==> config.mk <==
export PLATFORM = sky130hd
export DESIGN_NAME = joypad_io
export DESIGN_NICKNAME = d
export VERILOG_FILES = /design/src/rtl/mem_pkg.sv /design/src/rtl/joypad_serial_capture.sv /design/src/rtl/joypad_io.sv
export SDC_FILE = /design/constraint.sdc
export NUM_CORES = 1
export LEC_CHECK = 0
export BUFFER_PORTS_ARGS = -buffer_cell sky130_fd_sc_hd__buf_2
export CAP_MARGIN = 20
export CORE_MARGIN = 4
export CORE_UTILIZATION = 40
export CTS_BUF_LIST = sky130_fd_sc_hd__clkbuf_8
export DETAILED_ROUTE_END_ITERATION = 6
export GPL_ROUTABILITY_DRIVEN = 0
export GPL_TIMING_DRIVEN = 0
export SLEW_MARGIN = 10
export SYNTH_ARGS = -nofsm -noshare
export SYNTH_HDL_FRONTEND = slang
export SYNTH_SLANG_ARGS = --single-unit
==> constraint.sdc <==
create_clock -name clk -period 2.22 [get_ports clk]
set_input_delay 0.111 -clock clk [delete_from_list [all_inputs] [get_ports clk]]
set_output_delay 0.111 -clock clk [all_outputs]
set_load 0.01 [all_outputs]
==> src/rtl/mem_pkg.sv <==
// Memory-map constants and shared types for the CPU-bus register responders.
// Holds the joypad port addresses, the open-bus pattern returned in the
// upper bits of a joypad read, button bit positions and the capture FSM states.
package mem_pkg;

  localparam logic [15:0] ADDR_JOYPAD1 = 16'h4016;
  localparam logic [15:0] ADDR_JOYPAD2 = 16'h4017;

  localparam logic [7:0] JOY_OPEN_BUS = 8'h40;

  // Bit positions in snap/sr bytes; bit 0 is shifted out first.
  localparam int JOY_BTN_A      = 0;
  localparam int JOY_BTN_B      = 1;
  localparam int JOY_BTN_SELECT = 2;
  localparam int JOY_BTN_START  = 3;
  localparam int JOY_BTN_UP     = 4;
  localparam int JOY_BTN_DOWN   = 5;
  localparam int JOY_BTN_LEFT   = 6;
  localparam int JOY_BTN_RIGHT  = 7;

  typedef enum logic [2:0] {
    CAP_IDLE,
    CAP_LATCH,
    CAP_GAP,
    CAP_CLKH,
    CAP_CLKL,
    CAP_DONE
  } cap_state_e;

endpackage

==> src/rtl/joypad_serial_capture.sv <==
// Autonomous poller for two 4021-style serial controllers.
// Ports:
//   clk, rst             system clock, synchronous active-high reset
//   pad1_data, pad2_data serial data from the pads, active-low
//   snap1, snap2         last complete button bytes, active-high, bit 0 = A
//   pad_latch, pad_clk   parallel-load pulse and shift clock to both pads
//
// state      | meaning
// CAP_IDLE   | waiting for a poll tick (or a pending one)
// CAP_LATCH  | pad_latch high for CLK_DIV cycles
// CAP_GAP    | pad_latch low for CLK_DIV cycles, bit 0 sampled on last cycle
// CAP_CLKH   | pad_clk high for CLK_DIV cycles
// CAP_CLKL   | pad_clk low for CLK_DIV cycles, bit 1..7 sampled on last cycle
// CAP_DONE   | one cycle, both captured bytes committed to snap together
module joypad_serial_capture
  import mem_pkg::*;
#(
  parameter int CLK_DIV     = 6,
  parameter int POLL_PERIOD = 357955
) (
  input  logic       clk,
  input  logic       rst,
  input  logic       pad1_data,
  input  logic       pad2_data,
  output logic [7:0] snap1,
  output logic [7:0] snap2,
  output logic       pad_latch,
  output logic       pad_clk
);

  localparam int PW = (POLL_PERIOD > 1) ? $clog2(POLL_PERIOD) : 1;
  localparam logic [PW-1:0] POLL_LAST = PW'(POLL_PERIOD - 1);
  localparam logic [7:0]    DIV_LAST  = 8'(CLK_DIV - 1);

  cap_state_e    state_q;
  logic [PW-1:0] poll_q;
  logic [7:0]    div_q;
  logic [2:0]    bit_q;
  logic [7:0]    tmp1_q, tmp2_q;
  logic [7:0]    snap1_q, snap2_q;
  logic          pend_q;
  logic          pad_latch_q, pad_clk_q;
  logic          tick;
  logic          div_done;

  // Reset value of POLL_LAST makes the first tick land in the first cycle
  // after reset is released.
  assign tick     = (poll_q == POLL_LAST);
  assign div_done = (div_q == 8'd0);

  always_ff @(posedge clk) begin
    if (rst) begin
      poll_q <= POLL_LAST;
    end else begin
      poll_q <= tick ? '0 : poll_q + PW'(1);
    end
  end

  always_ff @(posedge clk) begin
    if (rst) begin
      state_q     <= CAP_IDLE;
      div_q       <= 8'd0;
      bit_q       <= 3'd0;
      tmp1_q      <= 8'h00;
      tmp2_q      <= 8'h00;
      snap1_q     <= 8'h00;
      snap2_q     <= 8'h00;
      pend_q      <= 1'b0;
      pad_latch_q <= 1'b0;
      pad_clk_q   <= 1'b0;
    end else begin
      // A tick during a capture is remembered once; further ticks merge.
      if (tick && (state_q != CAP_IDLE)) pend_q <= 1'b1;

      case (state_q)
        CAP_IDLE: begin
          if (tick || pend_q) begin
            state_q     <= CAP_LATCH;
            pad_latch_q <= 1'b1;
            div_q       <= DIV_LAST;
            pend_q      <= 1'b0;
          end
        end
        CAP_LATCH: begin
          if (div_done) begin
            state_q     <= CAP_GAP;
            pad_latch_q <= 1'b0;
            div_q       <= DIV_LAST;
          end else begin
            div_q <= div_q - 8'd1;
          end
        end
        CAP_GAP: begin
          if (div_done) begin
            // Shift in from the top so the first sample ends up in bit 0.
            tmp1_q    <= {~pad1_data, tmp1_q[7:1]};
            tmp2_q    <= {~pad2_data, tmp2_q[7:1]};
            bit_q     <= 3'd1;
            state_q   <= CAP_CLKH;
            pad_clk_q <= 1'b1;
            div_q     <= DIV_LAST;
          end else begin
            div_q <= div_q - 8'd1;
          end
        end
        CAP_CLKH: begin
          if (div_done) begin
            state_q   <= CAP_CLKL;
            pad_clk_q <= 1'b0;
            div_q     <= DIV_LAST;
          end else begin
            div_q <= div_q - 8'd1;
          end
        end
        CAP_CLKL: begin
          if (div_done) begin
            tmp1_q <= {~pad1_data, tmp1_q[7:1]};
            tmp2_q <= {~pad2_data, tmp2_q[7:1]};
            if (bit_q == 3'd7) begin
              state_q <= CAP_DONE;
            end else begin
              bit_q     <= bit_q + 3'd1;
              state_q   <= CAP_CLKH;
              pad_clk_q <= 1'b1;
              div_q     <= DIV_LAST;
            end
          end else begin
            div_q <= div_q - 8'd1;
          end
        end
        CAP_DONE: begin
          snap1_q <= tmp1_q;
          snap2_q <= tmp2_q;
          state_q <= CAP_IDLE;
        end
        default: begin
          state_q     <= CAP_IDLE;
          pad_latch_q <= 1'b0;
          pad_clk_q   <= 1'b0;
        end
      endcase
    end
  end

  assign snap1     = snap1_q;
  assign snap2     = snap2_q;
  assign pad_latch = pad_latch_q;
  assign pad_clk   = pad_clk_q;

endmodule

==> src/rtl/joypad_io.sv <==
// CPU-bus responder for the joypad ports $4016/$4017.
// Ports:
//   clk, rst                 system clock, synchronous active-high reset
//   cpu_addr/wdata/we/re     CPU bus request (one-cycle strobes)
//   cpu_rdata, cpu_rvalid    registered read response, one cycle after re
//   pad_latch, pad_clk       controller latch/clock, driven by the poller
//   pad1_data, pad2_data     controller serial data, active-low
// Owns the strobe bit and the two read shift registers; the poller keeps
// snap1/snap2 up to date independently of CPU activity.
module joypad_io
  import mem_pkg::*;
#(
  parameter int CLK_DIV     = 6,
  parameter int POLL_PERIOD = 357955
) (
  input  logic        clk,
  input  logic        rst,
  input  logic [15:0] cpu_addr,
  input  logic [7:0]  cpu_wdata,
  input  logic        cpu_we,
  input  logic        cpu_re,
  output logic [7:0]  cpu_rdata,
  output logic        cpu_rvalid,
  output logic        pad_latch,
  output logic        pad_clk,
  input  logic        pad1_data,
  input  logic        pad2_data
);

  logic [7:0] snap1, snap2;
  logic [7:0] sr1_q, sr2_q;
  logic [7:0] rdata_q;
  logic       rvalid_q;
  logic       strobe_q;
  logic       wr_hit, rd_hit1, rd_hit2, rd_bit;
  logic       unused_wdata;

  joypad_serial_capture #(
    .CLK_DIV     (CLK_DIV),
    .POLL_PERIOD (POLL_PERIOD)
  ) u_capture (
    .clk       (clk),
    .rst       (rst),
    .pad1_data (pad1_data),
    .pad2_data (pad2_data),
    .snap1     (snap1),
    .snap2     (snap2),
    .pad_latch (pad_latch),
    .pad_clk   (pad_clk)
  );

  // A cycle with both we and re is treated as a write only.
  assign wr_hit  = cpu_we && (cpu_addr == ADDR_JOYPAD1);
  assign rd_hit1 = cpu_re && !cpu_we && (cpu_addr == ADDR_JOYPAD1);
  assign rd_hit2 = cpu_re && !cpu_we && (cpu_addr == ADDR_JOYPAD2);
  assign rd_bit  = rd_hit1 ? sr1_q[0] : sr2_q[0];

  assign unused_wdata = ^cpu_wdata[7:1];

  always_ff @(posedge clk) begin
    if (rst) begin
      strobe_q <= 1'b0;
      sr1_q    <= 8'h00;
      sr2_q    <= 8'h00;
      rdata_q  <= 8'h00;
      rvalid_q <= 1'b0;
    end else begin
      if (wr_hit) strobe_q <= cpu_wdata[0];

      rvalid_q <= rd_hit1 || rd_hit2;
      rdata_q  <= (rd_hit1 || rd_hit2) ? {JOY_OPEN_BUS[7:1], rd_bit} : 8'h00;

      // While strobe is high the registers track snap continuously;
      // once it drops, each read shifts out one bit and fills with 1.
      if (strobe_q) begin
        sr1_q <= snap1;
        sr2_q <= snap2;
      end else begin
        if (rd_hit1) sr1_q <= {1'b1, sr1_q[7:1]};
        if (rd_hit2) sr2_q <= {1'b1, sr2_q[7:1]};
      end
    end
  end

  assign cpu_rdata  = rdata_q;
  assign cpu_rvalid = rvalid_q;

endmodule

Word-level counts from Yosys, hierarchy flattened
Index checks and enable logic that the tools add are counted.

word-level totals
  latch bits = 0
  memories = 0
  ROM bits = 0
  bits in registers = 94
  bits in writable memories = 0
  logic and storage cells = 102
  output and inout port bits = 11

cells by class
  div/mod/pow operators = 0
  reduce and logical (&&, ||, !) cells = 27
  $lt $le $gt $ge = 0
  multiply operators = 0
  add/subtract/negate cells = 3
  eq/ne operators = 16
  shift-type cells = 0
  bitwise logic cells = 5
  mux-type cells = 33

operator list
  operator                                                             number
  8-bit 2-to-1 mux                                                     8
  16-bit by 15-bit == test with 1-bit output (second input constant)   2
  3-bit 2-to-1 mux                                                     9
  8-bit case mux with 3 select lines                                   1
  19-bit by 1-bit adder with 19-bit output (second input constant)     1
  19-bit == test (second input constant)                               1
  19-bit 2-to-1 mux                                                    1
  3-bit case mux with 5 select lines                                   1
  2-bit by 1-bit != test with 1-bit output (second input constant)     5
  5-bit AND reduction                                                  2
  3-bit == test (second input constant)                                3
  1-bit 2-to-1 mux                                                     9
  8-bit logical NOT                                                    1
  8-bit by 1-bit subtractor with 8-bit output (second input constant)  1
  7-bit 2-to-1 mux                                                     1
  3-bit by 2-bit == test with 1-bit output (second input constant)     2
  3-bit case mux with 2 select lines                                   1
  3-bit AND reduction                                                  2
  2-bit nonzero test                                                   3
  3-bit nonzero test                                                   2
  2-bit OR reduction                                                   3
  3-bit OR reduction                                                   2
  1-bit logical AND                                                    5
  1-bit NOT                                                            5
  12 further kinds                                                     13

Depth between registers and ports, before layout
  word-level depth = 6
  mapped depth = 10
  depth with buffers taken out = 7

Hierarchy
Synthesis repeated with hierarchy kept, for this count alone.

second synthesis, totals
  cells, all modules = 492
  area, all modules = 4078.9 um^2

modules (own cells, without submodules)
  module                 area an instance (um^2)  instances  cells each
  joypad_serial_capture  2937.8                   1          356
  joypad_io              1141.1                   1          136

Least setup slack after synthesis
OpenSTA, ideal clock, no wires.

  kind = register -> register
  from = register u_capture.div_q[0]
  to = register u_capture.bit_q[0]
  clock period less this slack = 2121 ps
  cell stages (with the launch flop) = 10
  arrival time = 1988 ps
  path slack = 99 ps
  path buffers = 2
  cells stage by stage = dfxtp_1 > inv_1 > ha_1 > or4b_1 > clkbuf_2 > or2_1 > buf_6 > nor3_4 > and4_1 > nor3_1

between the ends
  cells in the longest elaborated chain, start to end = 3

RTL lines
  what                                                line                          text
  from (decl)                                         joypad_serial_capture.sv:37   logic [7:0] div_q;
  from (signal assigned)                              joypad_serial_capture.sv:90   div_q <= div_q - 8'd1;
  from (signal assigned)                              joypad_serial_capture.sv:103  div_q <= div_q - 8'd1;
  from (signal assigned)                              joypad_serial_capture.sv:112  div_q <= div_q - 8'd1;
  8-bit logical NOT *                                 joypad_serial_capture.sv:49   assign div_done = (div_q == 8'd0);
  2-bit by 1-bit != test with 1-bit output (no line)  -
  4-bit AND reduction (no line) *                     -
  to (signal assigned)                                joypad_serial_capture.sv:122  bit_q <= bit_q + 3'd1;
  to (decl)                                           joypad_serial_capture.sv:38   logic [2:0] bit_q;

Every way passes the cells marked *; elsewhere a longest branch is shown, timed or not.
A chain may end at the register's enable or synchronous reset.

Worst setup path after layout
  from = register u_capture.div_q[0]
  to = register u_capture.tmp1_q[7]

between the ends
  cells in the longest elaborated chain, start to end = 2

RTL lines
  what                           line                          text
  8-bit logical NOT              joypad_serial_capture.sv:49
  2-bit AND reduction (no line)  -
  to (signal assigned)           joypad_serial_capture.sv:96   tmp1_q <= {~pad1_data, tmp1_q[7:1]};
  to (signal assigned)           joypad_serial_capture.sv:117  tmp1_q <= {~pad1_data, tmp1_q[7:1]};
  to (decl)                      joypad_serial_capture.sv:39   logic [7:0] tmp1_q, tmp2_q;

Every way passes these cells.

==> flow_summary.json <==
{
  "status": "complete, no violations",
  "fin_nets": 563,
  "ys_seq_elements": 87,
  "viasPerCell": 5.11,
  "synth_cell_types": 46,
  "max_stage_delay_ps": 450,
  "post_synth_instance_area_sq_mm": 0.00389,
  "crit_path_end_kind": "register",
  "cts_root_buf": "clkbuf_8",
  "cts-buffers-inserted": 9,
  "grt_pass1_wl_mm": 14.3,
  "drtIter0Drc": 161,
  "path_cells": "inv_2 -> ha_4 -> or4b_4 -> buf_8 -> or2_1 -> buf_6 -> nor3_4 -> buf_6 -> buf_6 -> buf_6 -> a211oi_1",
  "critPathMaxFanout": 7,
  "dpl.cell_count": 632,
  "holdWs_ps": 138,
  "drcViolationCount": 0,
  "leakage_nw": 1.69,
  "yosys_warnings": 0,
  "post-route-period-util": 0.987,
  "clk_pin_slew_ps": 80,
  "cp_common_cell": "buf_6",
  "finalHoldViolCount": 0,
  "max_freq_ghz": 0.457,
  "synthArstFlopShare": 0,
  "relSlewSlack": 0.603,
  "h-tree-depth": 3,
  "worstMarginPinSlew_ps": 595,
  "cp_num_buf_inv": 6,
  "cts.sink_count": 87,
  "arrival_ps": 2400,
  "total_power_mw": 4.88,
  "ys.flop_type": "dfxtp_1",
  "max_cap_violations": 0,
  "critPathSlowestCell": "or4b_4",
  "setup_viol": 0,
  "layoutNonFillerInstCount": 661,
  "clkLatencyLatePin_ps": 360,
  "grt_overflow": 0,
  "fin_skew_ps": 9.89,
  "seq_area_frac_synth": 0.447,
  "startpoint_type": "register",
  "avgRoutedWirePerCell_um": 13.1,
  "synth_largest_area_cell": "dfxtp_1",
  "initial_utilization": 0.416,
  "crit_type": "register to register",
  "power_density_mw_per_mm2": 1050,
  "cp.required_ps": 2430,
  "die_h_um": 107,
  "grt_max_degree": 15,
  "fin_crit_ps": 2190,
  "ios": 41,
  "grt_pass1_vias": 3032,
  "synth_edf_count": 0,
  "detail-route-antenna-nets": 0,
  "hp-class": "primary input to register",
  "critPathTopFamily": "simple AND/OR/NAND/NOR gates",
  "grtUsageTotal": 0.153,
  "coreArea_sq_mm": 0.00937,
  "antenna_cells": 0,
  "peakVddDrop_uv": 472,
  "cts_tree": "yes",
  "antenna_found_initial": 0,
  "die_w_um": 107,
  "wl_mm": 8.64,
  "dr.pass1.iters": 4,
  "drive_gt1_frac": 0.160,
  "nFillCells": 942,
  "vias": 3379,
  "synth_common_cells": "87 x dfxtp_1, 77 x nand2_1, 33 x a21oi_1, 30 x nor2_1, 27 x clkbuf_1",
  "synth_top_cell_area_share": 0.447,
  "rsz0062_at_grt": "yes",
  "ys_top_cells_by_area": "dfxtp_1 45%, nand2_1 7.4%, a21oi_1 4.2%",
  "syn_area_per_cell_sq_um": 8.25,
  "tns_ps": 0,
  "maxSlewViolCount": 0,
  "area_delta_synth_final_pct": 19.0,
  "io_buffers": 26,
  "num_rows": 35,
  "cts.path.max_buffers": 2,
  "fp.dieArea_sq_mm": 0.0114,
  "syn_inst": 472,
  "post-synth-top-count-cell": "dfxtp_1",
  "dp_hpwl_mm": 6.03
}
## registers in the layout, indices dropped and copies added (netlist names)
name and flops:
sr2_q 8, u_capture.tmp1_q 8, u_capture.bit_q 3, cpu_rdata 2
u_capture.pend_q 1, u_capture.tmp2_q 8, strobe_q 1, sr1_q 8
u_capture.state_q 3, u_capture.snap1 8, u_capture.snap2 8, u_capture.poll_q 19
u_capture.pad_latch 1, u_capture.pad_clk 1, u_capture.div_q 8
## routing by layer
layer,track usage,share of wire
met5,0,0
met1,0.223,0.52
met4,0.0584,0.014
met2,0.221,0.42
met3,0.0295,0.051
## per-stage QoR
step / setup WS [ps] / util / area (sq um)
4_1_cts: 12.5 / 0.480 / 4500
2_1_floorplan: 99.0 / - / 3910
3_5_place_dp: -182 / 0.449 / 4210
3_3_place_gp: -158 / 0.449 / 4210
6_report: 29.7 / 0.494 / 4630
5_1_grt: -30.7 / 0.494 / 4630
## where the power goes
| part | switching, mW | leakage, nW | total, mW | internal (mW) |
|---|---|---|---|---|
| registers | 0.168 | 0.705 | 1.91 | 1.74 |
| clock network | 0.570 | 0.117 | 1.27 | 0.696 |
| logic | 0.953 | 0.867 | 1.71 | 0.755 |
## placed cells by master, fill, tap and decap left out, drive strengths merged, types with 2 or more instances in the layout
cell,count
nor4b,2
nor3b,8
a32oi,4
nand3,19
ha,6
inv,19
and3,10
nor4,9
a21oi,35
o211ai,4
or2,3
xor2,12
a211oi,2
nor3,17
a31oi,7
o21ai,17
nor2b,11
mux2i,4
clkbuf,38
bufinv,2
and4,5
xnor2,4
nand4,4
o21a,3
buf,46
or3,8
o31ai,3
a221oi,9
and2,4
o32ai,2
conb,6
dlygate4sd3,3
nor2,30
nand2,77
dfxtp,87
nand2b,3
nor4bb,3
## cells by family after synthesis
kind of cell / count (synthesis) / synth area share
fa+ha+maj: 6 / 0.0193
mux: 4 / 0.0103
compound gates: 90 / 0.146
other cells: 1 / 0.000963
flops: 87 / 0.447
buf+inv: 54 / 0.0630
xor+xnor: 16 / 0.0360
simple gates: 214 / 0.277
## worst paths after layout
| check | startpoint | end | slack (ps) | depth (start not counted) |
|---|---|---|---|---|
| setup / recovery | u_capture.div_q[0] | u_capture.tmp1_q[7] | 30 | 11 |
| hold / removal | cpu_addr[15] | cpu_rdata[6] | 140 | 3 |
| setup reg to reg | u_capture.div_q[0] | u_capture.tmp1_q[7] | 30 | 11 |
| hold reg to reg | u_capture.tmp2_q[0] | u_capture.tmp2_q[0] | 460 | 2 |
## tightest hold or removal path, stage by stage
cell and delay, ps:
buf_2 90, nor4_1 60, and3_1 190
## repair_timing
action | 4_1_cts | 5_1_grt
endpoints found under the setup margin | 19 | 24
pin swaps | 1 | 6
gates resized for setup | 8 | 23
hold buffers | 3 | 0
endpoints found under the hold margin | 3 | 0
gates cloned | 0 | 1
setup buffers | 2 | 7
## cell type report
class / instances / area [sq um] / area share
multi-input cells: 336 / 1990 / 0.429
well taps: 129 / 161 / 0.0348
plain buffers: 37 / 193 / 0.0416
inverters: 17 / 63.8 / 0.0138
clock buffers: 11 / 151 / 0.0327
flip-flops and latches: 87 / 1740 / 0.376
repair buffers: 39 / 254 / 0.0548
clock inverters: 5 / 80.1 / 0.0173
(Power assumes the default switching activity.)
